[src/rtl/vmem0_seq_if.sv]
// vmem0_seq_if: bundles the requester handshakes and the level-1 map RAM bus
// of the vmem0_seq sequencer.
//   slave  modport : the sequencer (samples requests and ram_q, drives acks and the RAM bus)
//   master modport : the surrounding logic (requesters plus the map RAM)
// Signals: lk_req/lk_adr/lk_ack/lk_valid/lk_data    lookup handshake
//          wr_req/wr_adr/wr_data/wr_ack             map write handshake
//          ram_adr/ram_wdata/ram_rp/ram_wp/ram_q    map RAM port
//          init_busy                                initialisation sweep running
interface vmem0_seq_if #(
  parameter int ADDR_WIDTH = 11,
  parameter int DATA_WIDTH = 5
);
  logic                  lk_req;
  logic [ADDR_WIDTH-1:0] lk_adr;
  logic                  lk_ack;
  logic                  lk_valid;
  logic [DATA_WIDTH-1:0] lk_data;
  logic                  wr_req;
  logic [ADDR_WIDTH-1:0] wr_adr;
  logic [DATA_WIDTH-1:0] wr_data;
  logic                  wr_ack;
  logic [ADDR_WIDTH-1:0] ram_adr;
  logic [DATA_WIDTH-1:0] ram_wdata;
  logic                  ram_rp;
  logic                  ram_wp;
  logic [DATA_WIDTH-1:0] ram_q;
  logic                  init_busy;

  modport slave (
    input  lk_req, lk_adr, wr_req, wr_adr, wr_data, ram_q,
    output lk_ack, lk_valid, lk_data, wr_ack, ram_adr, ram_wdata, ram_rp, ram_wp, init_busy
  );

  modport master (
    output lk_req, lk_adr, wr_req, wr_adr, wr_data, ram_q,
    input  lk_ack, lk_valid, lk_data, wr_ack, ram_adr, ram_wdata, ram_rp, ram_wp, init_busy
  );
endinterface

[src/rtl/vmem0_seq.sv]
// vmem0_seq: sequencer/arbiter for the level-1 virtual memory map RAM.
// After reset it sweeps every entry to INIT_VALUE, then serialises map writes
// and map lookups onto the single RAM address bus. ram_rp and ram_wp are
// never asserted together.
// Ports:
//   clk    clock
//   reset  synchronous, active-high reset (restarts the sweep at address 0)
//   bus    vmem0_seq_if.slave: lookup handshake, write handshake, RAM port, init_busy
// Configuration macro:
//   VMEM0_SEQ_RR_EN  defined   -> round-robin between write and lookup
//                    undefined -> fixed priority, write always wins
// All outputs are registered.
module vmem0_seq #(
  parameter int ADDR_WIDTH = 11,
  parameter int DATA_WIDTH = 5,
  parameter logic [DATA_WIDTH-1:0] INIT_VALUE = 5'h1f
) (
  input logic        clk,
  input logic        reset,
  vmem0_seq_if.slave bus
);

  typedef enum logic [2:0] {
    S_INIT,
    S_IDLE,
    S_RD,
    S_CAP,
    S_WR
  } state_t;

  state_t                state_reg;
  logic [ADDR_WIDTH-1:0] cnt_reg;
  logic                  lk_ack_reg;
  logic                  lk_valid_reg;
  logic [DATA_WIDTH-1:0] lk_data_reg;
  logic                  wr_ack_reg;
  logic [ADDR_WIDTH-1:0] ram_adr_reg;
  logic [DATA_WIDTH-1:0] ram_wdata_reg;
  logic                  ram_rp_reg;
  logic                  ram_wp_reg;
  logic                  init_busy_reg;
  logic                  grant_wr;

`ifdef VMEM0_SEQ_RR_EN
  // Set when the most recent grant went to a lookup; resets to "lookup" so
  // the first contended grant goes to the writer.
  logic last_lk_reg;
  assign grant_wr = bus.wr_req && (!bus.lk_req || last_lk_reg);
`else
  assign grant_wr = bus.wr_req;
`endif

  always_ff @(posedge clk) begin
    if (reset) begin
      state_reg     <= S_INIT;
      cnt_reg       <= '0;
      lk_ack_reg    <= 1'b0;
      lk_valid_reg  <= 1'b0;
      lk_data_reg   <= '0;
      wr_ack_reg    <= 1'b0;
      ram_adr_reg   <= '0;
      ram_wdata_reg <= '0;
      ram_rp_reg    <= 1'b0;
      ram_wp_reg    <= 1'b0;
      init_busy_reg <= 1'b1;
`ifdef VMEM0_SEQ_RR_EN
      last_lk_reg   <= 1'b1;
`endif
    end else begin
      // Strobes are single-cycle unless a state re-asserts them.
      lk_ack_reg   <= 1'b0;
      lk_valid_reg <= 1'b0;
      wr_ack_reg   <= 1'b0;
      ram_rp_reg   <= 1'b0;
      ram_wp_reg   <= 1'b0;

      case (state_reg)
        S_INIT: begin
          ram_wp_reg    <= 1'b1;
          ram_adr_reg   <= cnt_reg;
          ram_wdata_reg <= INIT_VALUE;
          cnt_reg       <= cnt_reg + 1'b1;
          // The last entry is registered here and written during the next
          // cycle; init_busy drops at the following (first IDLE) edge.
          if (cnt_reg == '1) begin
            state_reg <= S_IDLE;
          end
        end

        S_IDLE: begin
          init_busy_reg <= 1'b0;
          if (grant_wr) begin
            ram_adr_reg   <= bus.wr_adr;
            ram_wdata_reg <= bus.wr_data;
            ram_wp_reg    <= 1'b1;
            wr_ack_reg    <= 1'b1;
            state_reg     <= S_WR;
          end else if (bus.lk_req) begin
            ram_adr_reg <= bus.lk_adr;
            ram_rp_reg  <= 1'b1;
            lk_ack_reg  <= 1'b1;
            state_reg   <= S_RD;
          end
`ifdef VMEM0_SEQ_RR_EN
          if (bus.wr_req || bus.lk_req) begin
            last_lk_reg <= !grant_wr;
          end
`endif
        end

        S_WR: begin
          state_reg <= S_IDLE;
        end

        S_RD: begin
          // ram_q becomes valid during the cycle spent in CAP.
          state_reg <= S_CAP;
        end

        S_CAP: begin
          lk_data_reg  <= bus.ram_q;
          lk_valid_reg <= 1'b1;
          state_reg    <= S_IDLE;
        end

        default: begin
          state_reg <= S_INIT;
        end
      endcase
    end
  end

  assign bus.lk_ack    = lk_ack_reg;
  assign bus.lk_valid  = lk_valid_reg;
  assign bus.lk_data   = lk_data_reg;
  assign bus.wr_ack    = wr_ack_reg;
  assign bus.ram_adr   = ram_adr_reg;
  assign bus.ram_wdata = ram_wdata_reg;
  assign bus.ram_rp    = ram_rp_reg;
  assign bus.ram_wp    = ram_wp_reg;
  assign bus.init_busy = init_busy_reg;

endmodule
[src/flat_wrapper.sv]
// flat-port wrapper written by rule: the top's interface ports become plain ports
module vmem0_seq_flat 
#(
  parameter int ADDR_WIDTH = 11,
  parameter int DATA_WIDTH = 5,
  parameter logic [DATA_WIDTH-1:0] INIT_VALUE = 5'h1f
)
  (clk, reset, bus_lk_req, bus_lk_adr, bus_wr_req, bus_wr_adr, bus_wr_data, bus_ram_q, bus_lk_ack, bus_lk_valid, bus_lk_data, bus_wr_ack, bus_ram_adr, bus_ram_wdata, bus_ram_rp, bus_ram_wp, bus_init_busy);
  vmem0_seq_if #(.ADDR_WIDTH(ADDR_WIDTH), .DATA_WIDTH(DATA_WIDTH)) bus_i ();
  input logic clk;
  input logic reset;
  input wire logic [$bits(bus_i.lk_req)-1:0] bus_lk_req;
  input wire logic [$bits(bus_i.lk_adr)-1:0] bus_lk_adr;
  input wire logic [$bits(bus_i.wr_req)-1:0] bus_wr_req;
  input wire logic [$bits(bus_i.wr_adr)-1:0] bus_wr_adr;
  input wire logic [$bits(bus_i.wr_data)-1:0] bus_wr_data;
  input wire logic [$bits(bus_i.ram_q)-1:0] bus_ram_q;
  output wire logic [$bits(bus_i.lk_ack)-1:0] bus_lk_ack;
  output wire logic [$bits(bus_i.lk_valid)-1:0] bus_lk_valid;
  output wire logic [$bits(bus_i.lk_data)-1:0] bus_lk_data;
  output wire logic [$bits(bus_i.wr_ack)-1:0] bus_wr_ack;
  output wire logic [$bits(bus_i.ram_adr)-1:0] bus_ram_adr;
  output wire logic [$bits(bus_i.ram_wdata)-1:0] bus_ram_wdata;
  output wire logic [$bits(bus_i.ram_rp)-1:0] bus_ram_rp;
  output wire logic [$bits(bus_i.ram_wp)-1:0] bus_ram_wp;
  output wire logic [$bits(bus_i.init_busy)-1:0] bus_init_busy;
  assign bus_i.lk_req = bus_lk_req;
  assign bus_i.lk_adr = bus_lk_adr;
  assign bus_i.wr_req = bus_wr_req;
  assign bus_i.wr_adr = bus_wr_adr;
  assign bus_i.wr_data = bus_wr_data;
  assign bus_i.ram_q = bus_ram_q;
  assign bus_lk_ack = bus_i.lk_ack;
  assign bus_lk_valid = bus_i.lk_valid;
  assign bus_lk_data = bus_i.lk_data;
  assign bus_wr_ack = bus_i.wr_ack;
  assign bus_ram_adr = bus_i.ram_adr;
  assign bus_ram_wdata = bus_i.ram_wdata;
  assign bus_ram_rp = bus_i.ram_rp;
  assign bus_ram_wp = bus_i.ram_wp;
  assign bus_init_busy = bus_i.init_busy;
  vmem0_seq #(.ADDR_WIDTH(ADDR_WIDTH), .DATA_WIDTH(DATA_WIDTH), .INIT_VALUE(INIT_VALUE)) u_core (.clk(clk), .reset(reset), .bus(bus_i));
endmodule
[config.mk]
export PLATFORM = sky130hd
export DESIGN_NAME = vmem0_seq_flat
export DESIGN_NICKNAME = d
export VERILOG_FILES = /design/src/rtl/vmem0_seq_if.sv /design/src/rtl/vmem0_seq.sv /design/src/flat_wrapper.sv
export SDC_FILE = /design/constraint.sdc
export NUM_CORES = 1
export LEC_CHECK = 0
export CAP_MARGIN = 10
export CORE_ASPECT_RATIO = 1.1
export CORE_MARGIN = 5
export CORE_UTILIZATION = 50
export DETAILED_ROUTE_END_ITERATION = 16
export DONT_BUFFER_PORTS = 1
export GPL_ROUTABILITY_DRIVEN = 0
export PLACE_DENSITY = 0.67
export SYNTH_ARGS = -nofsm -noshare
export SYNTH_HDL_FRONTEND = slang
export SYNTH_SLANG_ARGS = --single-unit
[constraint.sdc]
create_clock -name clk -period 1.6 [get_ports clk]
set_input_delay 0.24 -clock clk [delete_from_list [all_inputs] [get_ports clk]]
set_output_delay 0.24 -clock clk [all_outputs]
set_load 0.02 [all_outputs]
==> results, run 1 <==
- For this run, the detailed router's first-pass iteration total came to 4.
- The shortest clock period the worst path allows after layout is roughly 1.5 ns.
- The worst IR drop on VDD is 445 uV.
- The combined global-route utilization of all metal layers is 18.1%.
- In this run, placement finished with an instance count of 242.
- The vertical die dimension is 72.2 um.
- For this run, the share of the core covered by cells in the final layout is between 50% and 60%.
- The critical path goes through or3_4, nor4_4, mux2_2.
- In this run the remaining antenna-violating nets after routing total 0.
- The maximum clock frequency is approximately 0.66 GHz.
- The starting DRC count in detailed routing is between 40 and 50.
- Averaged over all synthesized cells, the footprint is between 8 and 9 sq um.
- The remaining design rule violation count is 0.
- Summed over all instances, the cell type with the most area after synthesis is sky130_fd_sc_hd__dfxtp_1.
- The flow ran to the end, and the final reports show no timing, DRC or antenna violations.
- The H-tree depth is 2.
- The finished cells cover between 2000 and 2500 sq um.
- The clock root buffer master is sky130_fd_sc_hd__clkbuf_4.
- The number of enable-type register cells in the synthesized netlist is 0.
- The fraction of final layout cells with drive strength greater than 1 is 19.3%.
- The final max-slew violation count came to 0.
- In this run the cell area of the synthesized design comes to 1760 sq um.
- The first global-routing pass estimated 6.74 mm of wire.
- The critical path's largest stage delay is 0.44 ns.
- Overall power consumption after layout is estimated at 1.64 mW.
- sky130_fd_sc_hd__dfxtp_1 is the most common cell in the netlist.
- The final layout contains routed wiring with a total length of between 4 and 5 mm.
- Of all nets on the critical path, the largest fanout is 7.
- After detailed routing, the average wire length per cell comes to 17.2 um.
- The final count of hold timing violations came to 0.
- The count of port buffers added during placement is 0.
- The worst setup path is captured at a flip-flop.
- After the last flow step, the layout net total stands at ~240.
- The number of standard cells after synthesis is 197.
- The final clock skew is 0.00559 ns.
- The clock-pin transition on the worst setup and hold timing paths is 0.12 ns.
- By area the synthesized netlist is led by sky130_fd_sc_hd__dfxtp_1, sky130_fd_sc_hd__a21oi_1, sky130_fd_sc_hd__a311oi_1.
- The type of the tightest min-delay check is input port to flip-flop.
- The setup path with the least slack is of type flip-flop to flip-flop.
- Tracing the worst setup path back leads to its startpoint at u_core.state_reg[0].
- The hold path startpoint is bus_ram_q[0].
- The standard cell area after detailed placement is between 1500 and 2000 sq um.
- The power per unit of standard cell area is 820 nW/um^2.
- The chip width is 66.5 um.
- Summed over all cells, the static leakage comes to 0.712 nW.
- The filler cells instantiated in the layout total 321.
- The post-synthesis async set-or-reset flop share is 0%.
- The transition time at the pin with the least slew margin is ~0.40 ns.
- The number of antenna diodes in the final layout is 0.
- Setup violations remaining at the end of the flow were counted as 0.
- The critical path arrival is 1.76 ns.
- The area of the core is 3360 sq um.
- The number of standard cells in the final layout excluding fillers is around 260.
- The flip-flop and latch count after synthesis is 40.
- The cell family contributing the most delay on the critical path is simple AND/OR/NAND/NOR gates.
- Across the run, the number of max-cap violations was 0.
- Dividing the detail-routed via count by the number of cells gives 6.07.
- The netlist uses 38 different library cells.
- The clock reaches the later pin of the worst-skew pair after 0.34 ns.
- The clock passes through at most 2 buffers.
- The total overflow reported by the global router is 0.
- The worst setup path is launched from a flip-flop.
- The net count of the mapped netlist is 234.
- 63 I/O pins were placed.
- The maximum number of pins on one net before global-route repair is 38.
- The number of clock buffers added by TritonCTS is 5.
- The number of clock sinks seen by CTS is 40.
- Data on the critical path is required at its endpoint by 1.84 ns.
- The cell with the biggest individual delay on the critical path is sky130_fd_sc_hd__or3_4.
- The row count is 22.
- The worst reg2reg path startpoint is u_core.state_reg[0].
- The number of global-route vias before repair was ~1500.
- The detailed placer's ending HPWL is 3.06 mm.
- The initial antenna violation count was 0.
- Relative to the synthesized area, the layout overhead comes to 13.9%.
- The die covers approximately 4800 sq um.
- The portion of synthesized cell area occupied by the leading cell type is 45.6%.
- The fraction of the cycle the final worst path needs is a little over nine tenths.
- The detailed router placed 1549 vias in this run.
- The share of the yosys chip area belonging to registers is 45.6%.
- The Yosys step of the flow raised 0 warnings.
- Together, buffers and inverters on the worst path number 0.
- The TritonCTS clock tree is built.
- The commonest cells after synthesis are sky130_fd_sc_hd__dfxtp_1, sky130_fd_sc_hd__a21oi_1, sky130_fd_sc_hd__nor2_1.
- The most common flop cell mapped by yosys is sky130_fd_sc_hd__dfxtp_1.
- The worst-case headroom to the max-slew limit is roughly 74%.
- For this configuration, the core starts out at a cell density of 52.3%.
## per-stage QoR
step | setup WS (ns) | hold WS [ns] | TNS [ns]
detailed placement | 0.0689 | 0.315 | 0
global route | -0.00840 | 0.0201 | -0.00840
floorplan | -0.0174 | 0.384 | -0.0174
global placement | 0.0966 | 0.313 | 0
CTS | 0.0429 | 0.0396 | 0
finish | 0.0767 | 0.0477 | 0
## cell type report
cell class	count	area, sq um	area share [%]
Multi-Input combinational cell	136	897	44.8
Sequential cell	40	803	40.2
Timing Repair Buffer	19	163	8.13
Tap cell	48	60.1	3.00
Clock buffer	7	55.1	2.75
Inverter	4	15.0	0.750
Clock inverter	1	7.51	0.375
## layer usage
layer | wire [um] | track usage [%]
met5 | 0 | 0
met1 | 1780 | 20.4
met4 | 21 | 4.97
met3 | 345 | 5.26
met2 | 2240 | 32.6
## kinds of logic (layout without fill, tap and decap cells)
family	after synthesis	count (layout)	synth area share (%)
and+or+nand+nor	72	73	22.1
AOI/OAI and AO/OA	54	54	20.7
DFF	40	40	45.6
buffers and inverters	22	31	6.34
muxes	7	7	4.13
adders and majority gates	1	1	0.712
xor gates and xnor gates	1	1	0.499
## layout by cell type, fill, tap and decap left out, types with 5 or more instances in the layout
cell type and n:
sky130_fd_sc_hd__dfxtp_1 38, sky130_fd_sc_hd__a21oi_1 21, sky130_fd_sc_hd__nor2_1 17, sky130_fd_sc_hd__buf_4 16, sky130_fd_sc_hd__nand2_1 15, sky130_fd_sc_hd__nor3_1 11, sky130_fd_sc_hd__a22oi_1 11, sky130_fd_sc_hd__a311oi_1 11
sky130_fd_sc_hd__or3_1 5, sky130_fd_sc_hd__mux2i_1 5, sky130_fd_sc_hd__clkbuf_4 5
## power breakdown
group          switching, mW  total, mW  internal [mW]
logic                 0.0320     0.0613         0.0293
registers             0.0304       1.05           1.02
clock network          0.318      0.533          0.215
## timing repair
| item | 4_1_cts | 5_1_grt |
|---|---|---|
| hold buffers | 1 | 0 |
| gates resized for setup | 0 | 12 |
| setup buffers | 0 | 2 |
| endpoints found under the setup margin | 0 | 7 |
| hold endpoints to repair | 37 | 0 |
## path summary, 6_finish.rpt
check	end	slack [ns]	cells after the start
worst max register to register	u_core.cnt_reg[9]	0.08	3
worst min register to register	u_core.cnt_reg[7]	0.52	2
worst max-delay path	u_core.cnt_reg[9]	0.08	3
worst min-delay path	u_core.bus.lk_data[0]	0.05	2
Note: power is estimated with default switching activity, not from simulation.
==> run 2, diff against run 1 <==
--- a/config.mk
+++ b/config.mk
@@ -12,7 +12,7 @@
 export DETAILED_ROUTE_END_ITERATION = 16
 export DONT_BUFFER_PORTS = 1
 export GPL_ROUTABILITY_DRIVEN = 0
-export PLACE_DENSITY = 0.67
+export PLACE_DENSITY_LB_ADDON = 0.12
 export SYNTH_ARGS = -nofsm -noshare
 export SYNTH_HDL_FRONTEND = slang
 export SYNTH_SLANG_ARGS = --single-unit
==> results, run 2 (synthesized netlist as in run 1, its figures left out) <==
- The final max-slew violation count came to 0 (unchanged).
- The vertical die dimension is 72.2 um (unchanged).
- The number of vias in the routed layout is 1517 (-2.1%).
- The clock root buffer master is sky130_fd_sc_hd__clkbuf_4.
- The shortest clock period the worst path allows after layout came to 1.56 ns (+0.0327 ns).
- The remaining design rule violation count is 0 (unchanged).
- The critical path arrival is 1.82 ns (+0.06 ns).
- Relative to the synthesized area, the layout overhead comes to 12.7%.
- The number of failing setup endpoints in the final timing report is 0 (unchanged).
- The footprint of the multi-input gates is 877 sq um (-2.2%).
- The starting DRC count in detailed routing is 105 (+120%).
- The effective utilization at floorplan came to 52.3% (unchanged).
- The required time at the endpoint of the critical path is 1.87 ns (+0.03 ns).
- The final count of hold timing violations is 0 (unchanged).
- The startpoint of the most critical setup path is u_core.state_reg[0].
- The clock latency on the worst-skew pair was 0.36 ns (+0.02 ns).
- The uppermost signal routing layer after detailed routing is met4.
- The number of global-route vias before repair is 1358 (-9.9%).
- The transition time at the pin with the least slew margin is 0.384 ns (-0.0117 ns).
- The final antenna-violating net count is 0 (unchanged).
- The number of cells on the worst hold path is 2 (unchanged).
- Setup repair after global routing could not meet its margin everywhere.
- The power per unit of standard cell area is 905 nW/um^2 (+10%).
- The chip width was 66.5 um (unchanged).
- The number of CTS-inserted buffers is 5 (unchanged).
- The top cell types in the final layout, fill and taps aside, are sky130_fd_sc_hd__dfxtp_1, sky130_fd_sc_hd__a21oi_1, sky130_fd_sc_hd__nor2_1.
- The worst register-to-register path begins at u_core.state_reg[0].
- The fraction of the cycle the final worst path needs came to 97.2% (+2.0 points).
- The maximum number of pins on one net before global-route repair came to 38 (unchanged).
- The H-tree depth is 2 (unchanged).
- The share of the core filled with cells is 59.0% (-0.60 points).
- The worst slack at placement is 0.0531 ns (-0.0158 ns).
- The total negative slack for setup checks is 0 ns (unchanged).
- The total met2 wirelength after detailed routing is 1.98 mm (-12%).
- The total overflow reported by the global router came to 0 (unchanged).
- The type of destination of the critical path is a flip-flop.
- The wire length on met1 came to 1.78 mm (+0.11%).
- The hold path startpoint is bus_ram_q[0].
- The final setup slack of the worst path is 0.0440 ns (-0.0327 ns).
- The number of cells traversed by the worst register-to-register path is 3 (unchanged).
- The net count reported at finish was 240 (-1.2%).
- The total of fill cells in the finished design is 315 (-1.9%).
- The post-route cell area is 1980 sq um (-1.0%).
- The leakage power came to 0.698 nW (-2.0%).
- The worst reg2reg path endpoint is u_core.cnt_reg[9].
- The worst IR drop on VDD came to 562 uV (+26%).
- TritonCTS built the clock tree.
- The worst setup path is of the flip-flop to flip-flop kind.
- The first-pass GRT wire length is 6.58 mm (-2.4%).
- The area enclosed by the die boundary is 4800 sq um (unchanged).
- The worst hold slack is 0.0181 ns (-0.0296 ns).
- The total length of routed wires is 4.21 mm (-3.9%).
- The most common cell after layout, fill and taps aside is sky130_fd_sc_hd__dfxtp_1.
- The clock-pin transition on the worst setup and hold timing paths came to 0.13 ns (about the same).
- STA classifies the critical path startpoint as a flip-flop.
- The initial antenna violation count came to 0 (unchanged).
- The fraction of final layout cells with drive strength greater than 1 is 19.6% (+0.28 points).
- The register-to-register setup slack came to 0.04 ns (-0.03 ns).
- The row count is 22 (unchanged).
- The count of port buffers added during placement came to 0 (unchanged).
- The flow ran to the end, and the final reports show no timing, DRC or antenna violations.
- The number of instances in the placed design came to 242 (unchanged).
- The wire length per cell after detailed routing is 16.7 um (-2.8%).
- The routed length on met3 was 393 um (+14%).
- The maximum clock frequency came to 0.643 GHz (-2.1%).
- The reported max-cap violation count is 0 (unchanged).
- The combined global-route utilization of all metal layers is 17.9% (-0.18 points).
- The type of the tightest min-delay check is input port to flip-flop.
- The number of diodes is 0 (unchanged).
- The number of optimization iterations in the first detailed-route pass is 4 (unchanged).
- The worst hold path terminates at u_core.bus.lk_data[0].
- The via density per instance is 6.02 (-0.90%).
- The worst-path maximum fanout is 10 (+3).
- The area of the core is 3360 sq um (unchanged).
- The maximum buffer depth of the clock tree came to 2 (unchanged).
- The number of clock sinks seen by CTS is 40 (unchanged).
- The number of standard cells in the final layout excluding fillers was 252 (-1.2%).
- The total power draw is 1.79 mW (+9.2%).
- The I/O pin total came to 63 (unchanged).
- The final clock skew is 0.0135 ns (+0.00787 ns).
- The combined flip-flop and latch cell area is 805 sq um (+0.16%).
- The worst-case headroom to the max-slew limit is 74.4% (+0.78 points).
- The standard cell area after detailed placement is 1860 sq um (unchanged).
- The detailed placer's ending HPWL is 3.01 mm (-1.6%).
[run 2: final cells by class]
cell class / instances / area share [%]
Clock buffer: 5 / 1.90
Multi-Input combinational cell: 135 / 44.3
Inverter: 4 / 0.758
Sequential cell: 40 / 40.6
Timing Repair Buffer: 17 / 7.08
Tap cell: 48 / 3.03
Clock inverter: 3 / 2.34
[run 2: timing repair]
action	in CTS	in global routing
buffers inserted	0	1
hold buffers	1	0
resized for setup	0	5
endpoints found under the hold margin	37	0
setup endpoints to repair	0	9
[run 2: worst max-delay path by stage]
stage                             to  cells after the start
2_1_floorplan      u_core.cnt_reg[9]                      5
3_3_place_gp       u_core.cnt_reg[9]                      3
3_5_place_dp       u_core.cnt_reg[9]                      3
4_1_cts            u_core.cnt_reg[9]                      3
5_1_grt        u_core.bus.ram_adr[4]                      3
6_report           u_core.cnt_reg[9]                      3
[run 2: critical path: stages (launching register included)]
cell	delay (ns)
sky130_fd_sc_hd__dfxtp_1	0.35
sky130_fd_sc_hd__or3_4	0.45
sky130_fd_sc_hd__nor4_2	0.31
sky130_fd_sc_hd__mux2_2	0.36
[run 2: layer usage]
metal | up-vias | GRT usage [%]
li1 | 740 | -
met1 | 701 | 22.2
met2 | 69 | 28.6
met3 | 7 | 6.35
met4 | 0 | 6.32
met5 | - | 0
[run 2: report_power, final]
part | switching [mW] | internal, mW
clock network | 0.349 | 0.334
logic | 0.0334 | 0.0293
registers | 0.0306 | 1.02
